--- src/rtl/codificador_pkg.sv ---
// Shared constants for the BCD-to-7-segment encoder: segment indices and the glyph table.
// Codes 10-15 show hex glyphs when CODIFICADOR_HEX_EN is defined; otherwise they are dark.
package codificador_pkg;

    localparam int unsigned SEG_A = 32'd6;
    localparam int unsigned SEG_B = 32'd5;
    localparam int unsigned SEG_C = 32'd4;
    localparam int unsigned SEG_D = 32'd3;
    localparam int unsigned SEG_E = 32'd2;
    localparam int unsigned SEG_F = 32'd1;
    localparam int unsigned SEG_G = 32'd0;

    localparam logic [6:0] SEG_ALL_ON  = 7'b1111111;
    localparam logic [6:0] SEG_ALL_OFF = 7'b0000000;

    // Glyphs are stored a..g from MSB to LSB, active-high.
    localparam logic [6:0] GLYPH_TABLE [0:15] = '{
        7'b1111110, 7'b0110000, 7'b1101101, 7'b1111001,
        7'b0110011, 7'b1011011, 7'b1011111, 7'b1110000,
        7'b1111111, 7'b1111011,
`ifdef CODIFICADOR_HEX_EN
        7'b1110111, 7'b0011111, 7'b1001110,
        7'b0111101, 7'b1001111, 7'b1000111
`else
        7'b0000000, 7'b0000000, 7'b0000000,
        7'b0000000, 7'b0000000, 7'b0000000
`endif
    };

    localparam logic [3:0] LAST_DEC_CODE = 4'd9;

endpackage

--- src/rtl/codificador_seg_lut.sv ---
// Combinational code-to-glyph lookup returning {valid, seg[6:0]}.
// With CODIFICADOR_HEX_EN defined every code is valid.
module codificador_seg_lut
    import codificador_pkg::*;
(
    input  logic [3:0] code,
    output logic       valid,
    output logic [6:0] seg
);

    // Table lookup and validity of the digit code.
    always_comb begin
        seg = GLYPH_TABLE[code];
`ifdef CODIFICADOR_HEX_EN
        valid = 1'b1;
`else
        valid = (code <= LAST_DEC_CODE);
`endif
    end

endmodule

--- src/rtl/codificador_bcd_seg.sv ---
// Registered BCD-to-7-segment encoder with lamp test, blanking and ripple blanking.
// Optional hex glyphs for codes 10-15 via CODIFICADOR_HEX_EN.
module codificador_bcd_seg
    import codificador_pkg::*;
#(
    parameter bit SEG_ACTIVE_LOW = 1'b0
) (
    input  logic       clk,
    input  logic       rst,
    input  logic       en,
    input  logic [3:0] BCD,
    input  logic       lamp_test,
    input  logic       blank,
    input  logic       rbi,
    output logic [6:0] S,
    output logic       rbo,
    output logic       err
);

    logic       lut_valid_s;
    logic [6:0] lut_seg_s;
    logic [6:0] seg_next_s;
    logic       rbo_next_s;
    logic       zero_s;
    logic [6:0] seg_r;
    logic       rbo_r;
    logic       err_r;

    codificador_seg_lut u_lut (
        .code  (BCD),
        .valid (lut_valid_s),
        .seg   (lut_seg_s)
    );

    assign zero_s = (BCD == 4'd0);

    // Priority mux: lamp test over blank over ripple blank over table decode.
    always_comb begin
        seg_next_s = SEG_ALL_OFF;
        rbo_next_s = 1'b0;
        if (lamp_test) begin
            seg_next_s = SEG_ALL_ON;
        end else if (blank) begin
            seg_next_s = SEG_ALL_OFF;
        end else if (rbi && zero_s) begin
            seg_next_s = SEG_ALL_OFF;
            rbo_next_s = 1'b1;
        end else begin
            seg_next_s = lut_seg_s;
        end
    end

    // Output registers; err tracks code validity independently of the overrides.
    always_ff @(posedge clk or posedge rst) begin
        if (rst) begin
            seg_r <= SEG_ALL_OFF;
            rbo_r <= 1'b0;
            err_r <= 1'b0;
        end else if (en) begin
            seg_r <= seg_next_s;
            rbo_r <= rbo_next_s;
            err_r <= ~lut_valid_s;
        end else begin
            seg_r <= seg_r;
            rbo_r <= rbo_r;
            err_r <= err_r;
        end
    end

    // Polarity is applied after the register so reset shows dark segments either way.
    assign S   = seg_r ^ {7{SEG_ACTIVE_LOW}};
    assign rbo = rbo_r;
    assign err = err_r;

endmodule

--- config.mk ---
export PLATFORM = sky130hd
export DESIGN_NAME = codificador_bcd_seg
export DESIGN_NICKNAME = d
export VERILOG_FILES = /design/src/rtl/codificador_pkg.sv /design/src/rtl/codificador_seg_lut.sv /design/src/rtl/codificador_bcd_seg.sv
export SDC_FILE = /design/constraint.sdc
export NUM_CORES = 1
export LEC_CHECK = 0
export CORE_MARGIN = 3
export CORE_UTILIZATION = 26
export CTS_BUF_LIST = sky130_fd_sc_hd__clkbuf_4 sky130_fd_sc_hd__clkbuf_8
export CTS_CLUSTER_DIAMETER = 50
export DETAILED_ROUTE_END_ITERATION = 16
export SLEW_MARGIN = 40
export SYNTH_ARGS = -nofsm -noshare
export SYNTH_HDL_FRONTEND = slang
export SYNTH_SLANG_ARGS = --single-unit
--- constraint.sdc ---
create_clock -name clk -period 0.8 [get_ports clk]
set_input_delay 0.12 -clock clk [delete_from_list [all_inputs] [get_ports clk]]
set_output_delay 0.12 -clock clk [all_outputs]
set_load 0.05 [all_outputs]
==> reports/metrics.yaml, run 1 <==
worst_setup_path:
  critPathBufInv: 2
  critical_path.slowest_cell: "or3_4"
  max_stage_delay_ps: 420
  crit_path_start_kind: "primary input"
  worstPathRequired_ps: 990
  critPathTopFamily: "simple AND/OR/NAND/NOR gates"
  cp_cell_sequence: "buf_12, inv_12, ha_4, nor4bb_4, or3_4, o31ai_2"
  critPathKind: "primary input to flop"
  cp-end-kind: "flop"
  cp_max_fo: 4
  critical_path_arrival_ps: 1230
clocking:
  htree_num_levels: 1
  cts_buffer_depth: 2
  cts_tree: "built"
  cts_root_buf: "clkbuf_4"
  holdBufCountCts: 0
  cts.sink_count: 9
  clkTransAtPathRegs_ps: 60
  cts_buffers: 3
  clk_latency_ps: 270
final_layout:
  final_common_cell: "buf_4"
  antennaDiodeCount: 0
  nNetsFinal: 127
  fill_cells: 191
  post_layout_nonfiller_instances: 137
  final_util: 0.577
  layout-drive-gt1-share: 0.596
  final_cell_mix: "buf_4 (18), buf_12 (11), dfrtp_1 (8)"
  area_delta_synth_final_pct: 101
timing:
  rsz0062_at_grt: "true"
  fmax_ghz: 0.961
  setup_ws_ps: -240
  maxSlewViolCount: 0
  period_needed_ps: 1040
  finClkSkew_ps: 0
  min_period_over_period: 1.30
  worst_pin_slew_ps: 273
  hold_ws_ps: 145
  hold_violations: 0
  slew_headroom: 0.818
  setup_violations: 17
pwr:
  p_sw_w: 0.000615
  p_int_w: 0.00116
  max-vdd-ir-drop_v: 0.000970
  seq_power_share: 0.313
  power.share.switching: 0.347
  p_per_area_nw_per_um2: 1330
  clkPwrFrac: 0.229
  comb_power_share: 0.458
  p_leak_nw: 0.591
drt:
  drt_wl_total_mm: 1.96
  drc: 0
  ant_nets: 0
  firstDrtPassIters: 4
  vias_per_cell: 4.74
  post_drt_wl_per_cell_um: 14.3
  vias: 649
  drt_iter0_markers: 8
place:
  dpl.hpwl_mm: 1.36
  gp_congestion: 0.784
  dpl.cell_count: 127
  portBuffers: 18
floorplan:
  initial_core_util: 0.287
  dieArea_sq_um: 3200
  rows: 17
  die_height_um: 56.6
  io_pins: 19
  die_w_um: 56.6
  coreArea_sq_um: 2320
synth:
  syn_nets: 83
  ys_top_cells_by_area: "dfrtp_1 (34%), ha_1 (13%), mux2i_1 (4.5%), a2111oi_2 (4.5%), nor4bb_4 (3.8%)"
  ys_ff_latch: 9
  synth_area_sq_um: 666
  yosys.area.top_type: "dfrtp_1"
  yosysWarnings: 0
  synth_cells: 66
  ys_seq_area_frac: 0.338
  synth_top_area_frac: 0.338
  syn_avg_cell_area_sq_um: 10.1
  synth.distinct_cells: 28
run_status:
  status: "finished, violations left"
  violations: "negative setup slack"
global_routing:
  grt_util_all_layers: 0.129
  grt_busiest_layer: "met2"
  antenna_found_initial: 0
  met1_usage: 0.169
  grt_pass1_vias: 686
  gr-usage-met3: 0.0414
  grt_overflow: 0
  grt_max_degree: 10
  use_met2: 0.200
  grt_pass1_wl_mm: 3.21
min_path:
  min_path_type: "primary input to asynchronous set/reset pin"
job:
  max_cap_viol_count: 0
[synth_stat cells]
| cell | instances |
|---|---|
| a211o_1 | 1 |
| nor2_1 | 6 |
| mux2i_1 | 3 |
| a2111oi_2 | 2 |
| a21oi_1 | 3 |
| nand3_1 | 1 |
| clkbuf_1 | 1 |
| o31ai_2 | 1 |
| buf_6 | 1 |
| inv_1 | 6 |
| o21ai_0 | 4 |
| or2_1 | 1 |
| o211ai_1 | 1 |
| a211oi_1 | 3 |
| or3_4 | 1 |
| o21a_1 | 1 |
| nor4bb_4 | 1 |
| ha_1 | 7 |
| dfrtp_1 | 9 |
| a211oi_2 | 1 |
| or2_2 | 2 |
| buf_4 | 1 |
| nand2_1 | 2 |
| nand2b_1 | 2 |
| or3_2 | 1 |
| o22a_1 | 2 |
| or2b_1 | 1 |
| o22ai_1 | 1 |
[worst register-to-register path: stages, from the launching register on]
cell	delay (ps)
dfrtp_1	410
buf_4	140
mux2i_1	140
o31ai_2	80
[state kept, by name, summed over array words and instances, names as in the netlist]
name,cells
S,7
err,1
rbo,1
[layout make-up]
cell class                 count  area [sq um]  share of cell area
inverter                       6          42.5              0.0318
clock buffer                   4          30.0              0.0225
timing repair buffer          42           493               0.369
multi-input combinational     48           510               0.382
sequential                     9           226               0.169
tap                           28          35.0              0.0262
[per-layer routing]
| metal | vias up | share of wire |
|---|---|---|
| li1 | 323 | - |
| met4 | 0 | 0.0097 |
| met1 | 305 | 0.42 |
| met2 | 19 | 0.52 |
| met5 | - | 0 |
| met3 | 2 | 0.054 |
[kinds of logic (layout without fill, tap and decap cells)]
kind of cell,count (synthesis),in the layout,share of synthesized area
AOI/OAI and AO/OA,20,20,0.241
and+or+nand+nor,18,18,0.177
DFF,9,9,0.338
buffers and inverters,9,52,0.0677
adders and majority gates,7,7,0.132
muxes,3,3,0.0451
[metrics by stage]
stage	instance area (sq um)	setup TNS, ps	total power [W]	worst slack (ps)
final	1340	-2810	0.00177	-240
after global routing	1340	-3390	0.00187	-267
after CTS	1250	-3500	0.00174	-286
after detailed placement	1130	-8680	0.00128	-1070
after global placement	1130	-8340	0.00127	-1040
after floorplan	717	-2010	0.000892	-362
[timing repair]
action                     4_1_cts  5_1_grt
gates resized for setup         29       20
setup endpoints to repair       18       18
pin swaps                       13       12
buffers inserted                 3        4
[worst paths after layout]
path,to,slack [ps],cells after the start,start
max in group asynchronous,err$_DFFE_PP0P_,540,3,rst
hold reg to reg,err$_DFFE_PP0P_,560,2,err$_DFFE_PP0P_
setup reg to reg,S[1]$_DFFE_PP0P_,-90,3,S[1]$_DFFE_PP0P_
setup / recovery,S[1]$_DFFE_PP0P_,-240,6,BCD[1]
hold / removal,S[0]$_DFFE_PP0P_,140,3,rst
min in group clk,S[0]$_DFFE_PP0P_,230,3,blank
[power groups by stage]
stage	Clock, W	Combinational, W	Sequential (W)
floorplan	0	0.000195	0.000697
global placement	0	0.000711	0.000563
detailed placement	0	0.000717	0.000563
CTS	0.000416	0.000769	0.000555
global route	0.000447	0.000860	0.000560
finish	0.000406	0.000812	0.000555
Note: power is estimated with default switching activity, not from simulation.
==> run 2, diff against run 1 <==
--- a/config.mk
+++ b/config.mk
@@ -10,6 +10,7 @@
 export CTS_BUF_LIST = sky130_fd_sc_hd__clkbuf_4 sky130_fd_sc_hd__clkbuf_8
 export CTS_CLUSTER_DIAMETER = 50
 export DETAILED_ROUTE_END_ITERATION = 16
+export HOLD_SLACK_MARGIN = 0.15
 export SLEW_MARGIN = 40
 export SYNTH_ARGS = -nofsm -noshare
 export SYNTH_HDL_FRONTEND = slang
==> results of run 2 <==
Same layout as run 1: the final DEF is identical, and so are final timing and power.
==> run 3, diff against run 2 <==
--- a/config.mk
+++ b/config.mk
@@ -11,7 +11,9 @@
 export CTS_CLUSTER_DIAMETER = 50
 export DETAILED_ROUTE_END_ITERATION = 16
 export HOLD_SLACK_MARGIN = 0.15
+export MAX_ROUTING_LAYER = met4
 export SLEW_MARGIN = 40
 export SYNTH_ARGS = -nofsm -noshare
 export SYNTH_HDL_FRONTEND = slang
+export SYNTH_HIERARCHICAL = 1
 export SYNTH_SLANG_ARGS = --single-unit
==> reports/metrics.yaml, run 3 <==
pwr:
  p_per_area_nw_per_um2: 1490
  power.share.switching: 0.320
  clkPwrFrac: 0.225
  comb_power_share: 0.455
  max-vdd-ir-drop_v: 0.000565
  p_sw_w: 0.000536
  seq_power_share: 0.320
  p_int_w: 0.00114
  p_leak_nw: 0.528
worst_setup_path:
  critPathKind: "primary input to flop"
  critical_path.slowest_cell: "or4_4"
  cp_max_fo: 8
  critPathBufInv: 1
  max_stage_delay_ps: 580
  cp_cell_sequence: "buf_2, or4_4, a311o_1"
  critical_path_arrival_ps: 1190
  crit_path_start_kind: "primary input"
  worstPathRequired_ps: 940
  critPathTopFamily: "simple AND/OR/NAND/NOR gates"
  cp-end-kind: "flop"
synth:
  synth_area_sq_um: 639
  synth.distinct_cells: 21
  ys_seq_area_frac: 0.352
  yosysWarnings: 6
  ys.flop_type: "dfrtp_1"
  yosys.area_share.adder: 0.137
  synth-xor-area-share: 0.0137
  synth_edf_count: 0
  synth_cells: 68
  synth_top_family_by_area: "compound AO/OA/AOI/OAI gates"
  ys_ff_latch: 9
  yosys.area.top_type: "dfrtp_1"
  yosys-top-cells-count: "dfrtp_1 (9), inv_1 (8), nor2b_1 (8)"
  synth_mux_area_frac: 0.0157
  ys_top_cells_by_area: "dfrtp_1 (35%), ha_1 (14%), a311o_1 (11%), nor2b_1 (7.8%), o22ai_1 (4.9%)"
  syn_nets: 85
  yosysMostFrequentCell: "dfrtp_1"
  yosys.area_share.simple: 0.143
  synth_compound_area_frac: 0.237
  synth_top_area_frac: 0.352
  syn_avg_cell_area_sq_um: 9.40
  async_flop_share: 1.00
timing:
  finClkSkew_ps: 0
  worst_pin_slew_ps: 194
  setup_ws_ps: -245
  fmax_ghz: 0.957
  fin_tns_setup_ps: -3260
  min_period_over_period: 1.31
  slew_headroom: 0.869
  setup_violations: 17
  period_needed_ps: 1050
  hold_violations: 0
  maxSlewViolCount: 0
  rsz0062_at_grt: "true"
  hold_ws_ps: 138
job:
  max_cap_viol_count: 0
place:
  dp_slack_ps: -857
  portBuffers: 18
  gp_congestion: 0.877
  dpl.cell_count: 126
  place_area_sq_um: 1060
  dpl.hpwl_mm: 1.13
global_routing:
  grt_pass1_vias: 619
  grt_util_all_layers: 0.110
  grt_max_degree: 12
  antenna_found_initial: 0
  grt_overflow: 0
  use_met2: 0.193
  grt_pass1_wl_mm: 2.57
  grt_busiest_layer: "met2"
  gr-usage-met3: 0.0139
  met1_usage: 0.110
floorplan:
  initial_core_util: 0.281
  dieArea_sq_um: 3090
  die_w_um: 55.6
  die_height_um: 55.6
  rows: 17
  coreArea_sq_um: 2280
  io_pins: 19
min_path:
  min_path_type: "primary input to asynchronous set/reset pin"
drt:
  ant_nets: 0
  vias: 611
  drt_wl_total_mm: 1.53
  drc: 0
  drt_iter0_markers: 3
  firstDrtPassIters: 3
  vias_per_cell: 4.66
  post_drt_wl_per_cell_um: 11.6
clocking:
  cts.sink_count: 9
  clkTransAtPathRegs_ps: 60
  cts_buffer_depth: 2
  htree_num_levels: 1
  cts_tree: "built"
  clk_latency_ps: 260
  cts_buffers: 3
  cts_root_buf: "clkbuf_4"
final_layout:
  layout-drive-gt1-share: 0.466
  final_cell_area_sq_um: 1130
  largest_reg_flops: 7
  area_delta_synth_final_pct: 76.3
  antennaDiodeCount: 0
  final_cell_mix: "buf_6 (10), buf_4 (10), buf_12 (9)"
  nNetsFinal: 121
  post_layout_nonfiller_instances: 131
run_status:
  status: "finished, violations left"
  violations: "negative setup slack"
[run 3: cell count changes in the layout (fill, tap and decap cells not counted), moves of 3 or more]
cell	change
nor2b_1	+8
a311o_1	+7
buf_2	+3
ha_4	-4
buf_4	-8
a211oi_2	-4
buf_6	+5
inv_2	+3
ha_1	+4
o22ai_1	+4
[run 3: kinds of logic after synthesis]
group	after synthesis
adders and majority gates	7
DFF	9
muxes	1
xor gates and xnor gates	1
AOI/OAI and AO/OA	20
buffers and inverters	14
and+or+nand+nor	16
[run 3: metal layers]
| metal | vias to the layer above | part of all wire | wire (um) |
|---|---|---|---|
| li1 | 307 | - | - |
| met1 | 287 | 0.39 | 602 |
| met2 | 13 | 0.54 | 828 |
| met3 | 4 | 0.033 | 51 |
| met4 | 0 | 0.028 | 42 |
| met5 | - | 0 | 0 |
[run 3: final timing paths]
kind,start,end,slack [ps],depth (start not counted)
max in group asynchronous,rst,S[2]$_DFFE_PP0P_,550,3
max reg2reg,S[4]$_DFFE_PP0P_,S[4]$_DFFE_PP0P_,-100,2
max,BCD[1],S[3]$_DFFE_PP0P_,-250,3
min,rst,err$_DFFE_PP0P_,140,3
min in group clk,BCD[3],err$_DFFE_PP0P_,310,4
min reg2reg,err$_DFFE_PP0P_,err$_DFFE_PP0P_,580,2
[run 3: repair_timing]
action | CTS | global route
resized for setup | 29 | 10
setup buffers | 1 | 0
hold buffers | 1 | 0
hold endpoints to repair | 4 | 0
pin swaps | 7 | 5
endpoints found under the setup margin | 18 | 26
[run 3: cell type report]
| class | instances | area (sq um) |
|---|---|---|
| Tap cell | 28 | 35.0 |
| Multi-Input combinational cell | 45 | 377 |
| Timing Repair Buffer | 37 | 429 |
| Sequential cell | 9 | 226 |
| Clock buffer | 4 | 30.0 |
| Inverter | 8 | 30.0 |
| Fill cell | 215 | 1150 |
[run 3: power groups by stage]
stage | sequential, W | combinational [W] | clock, W
floorplan | 0.000694 | 0.000181 | 0
global placement | 0.000535 | 0.000733 | 0
detailed placement | 0.000535 | 0.000738 | 0
CTS | 0.000536 | 0.000767 | 0.000398
global route | 0.000544 | 0.000806 | 0.000422
finish | 0.000536 | 0.000762 | 0.000377
[run 3: tightest hold or removal path: stages]
cell and delay [ps]:
clkdlybuf4s50_1 400, inv_1 80, buf_4 120
[run 3: through the flow]
stage	utilization	total power [W]
final	0.495	0.00168
after global routing	0.495	0.00177
after global placement	0.465	0.00127
after detailed placement	0.465	0.00127
after floorplan	-	0.000875
after CTS	0.500	0.00170
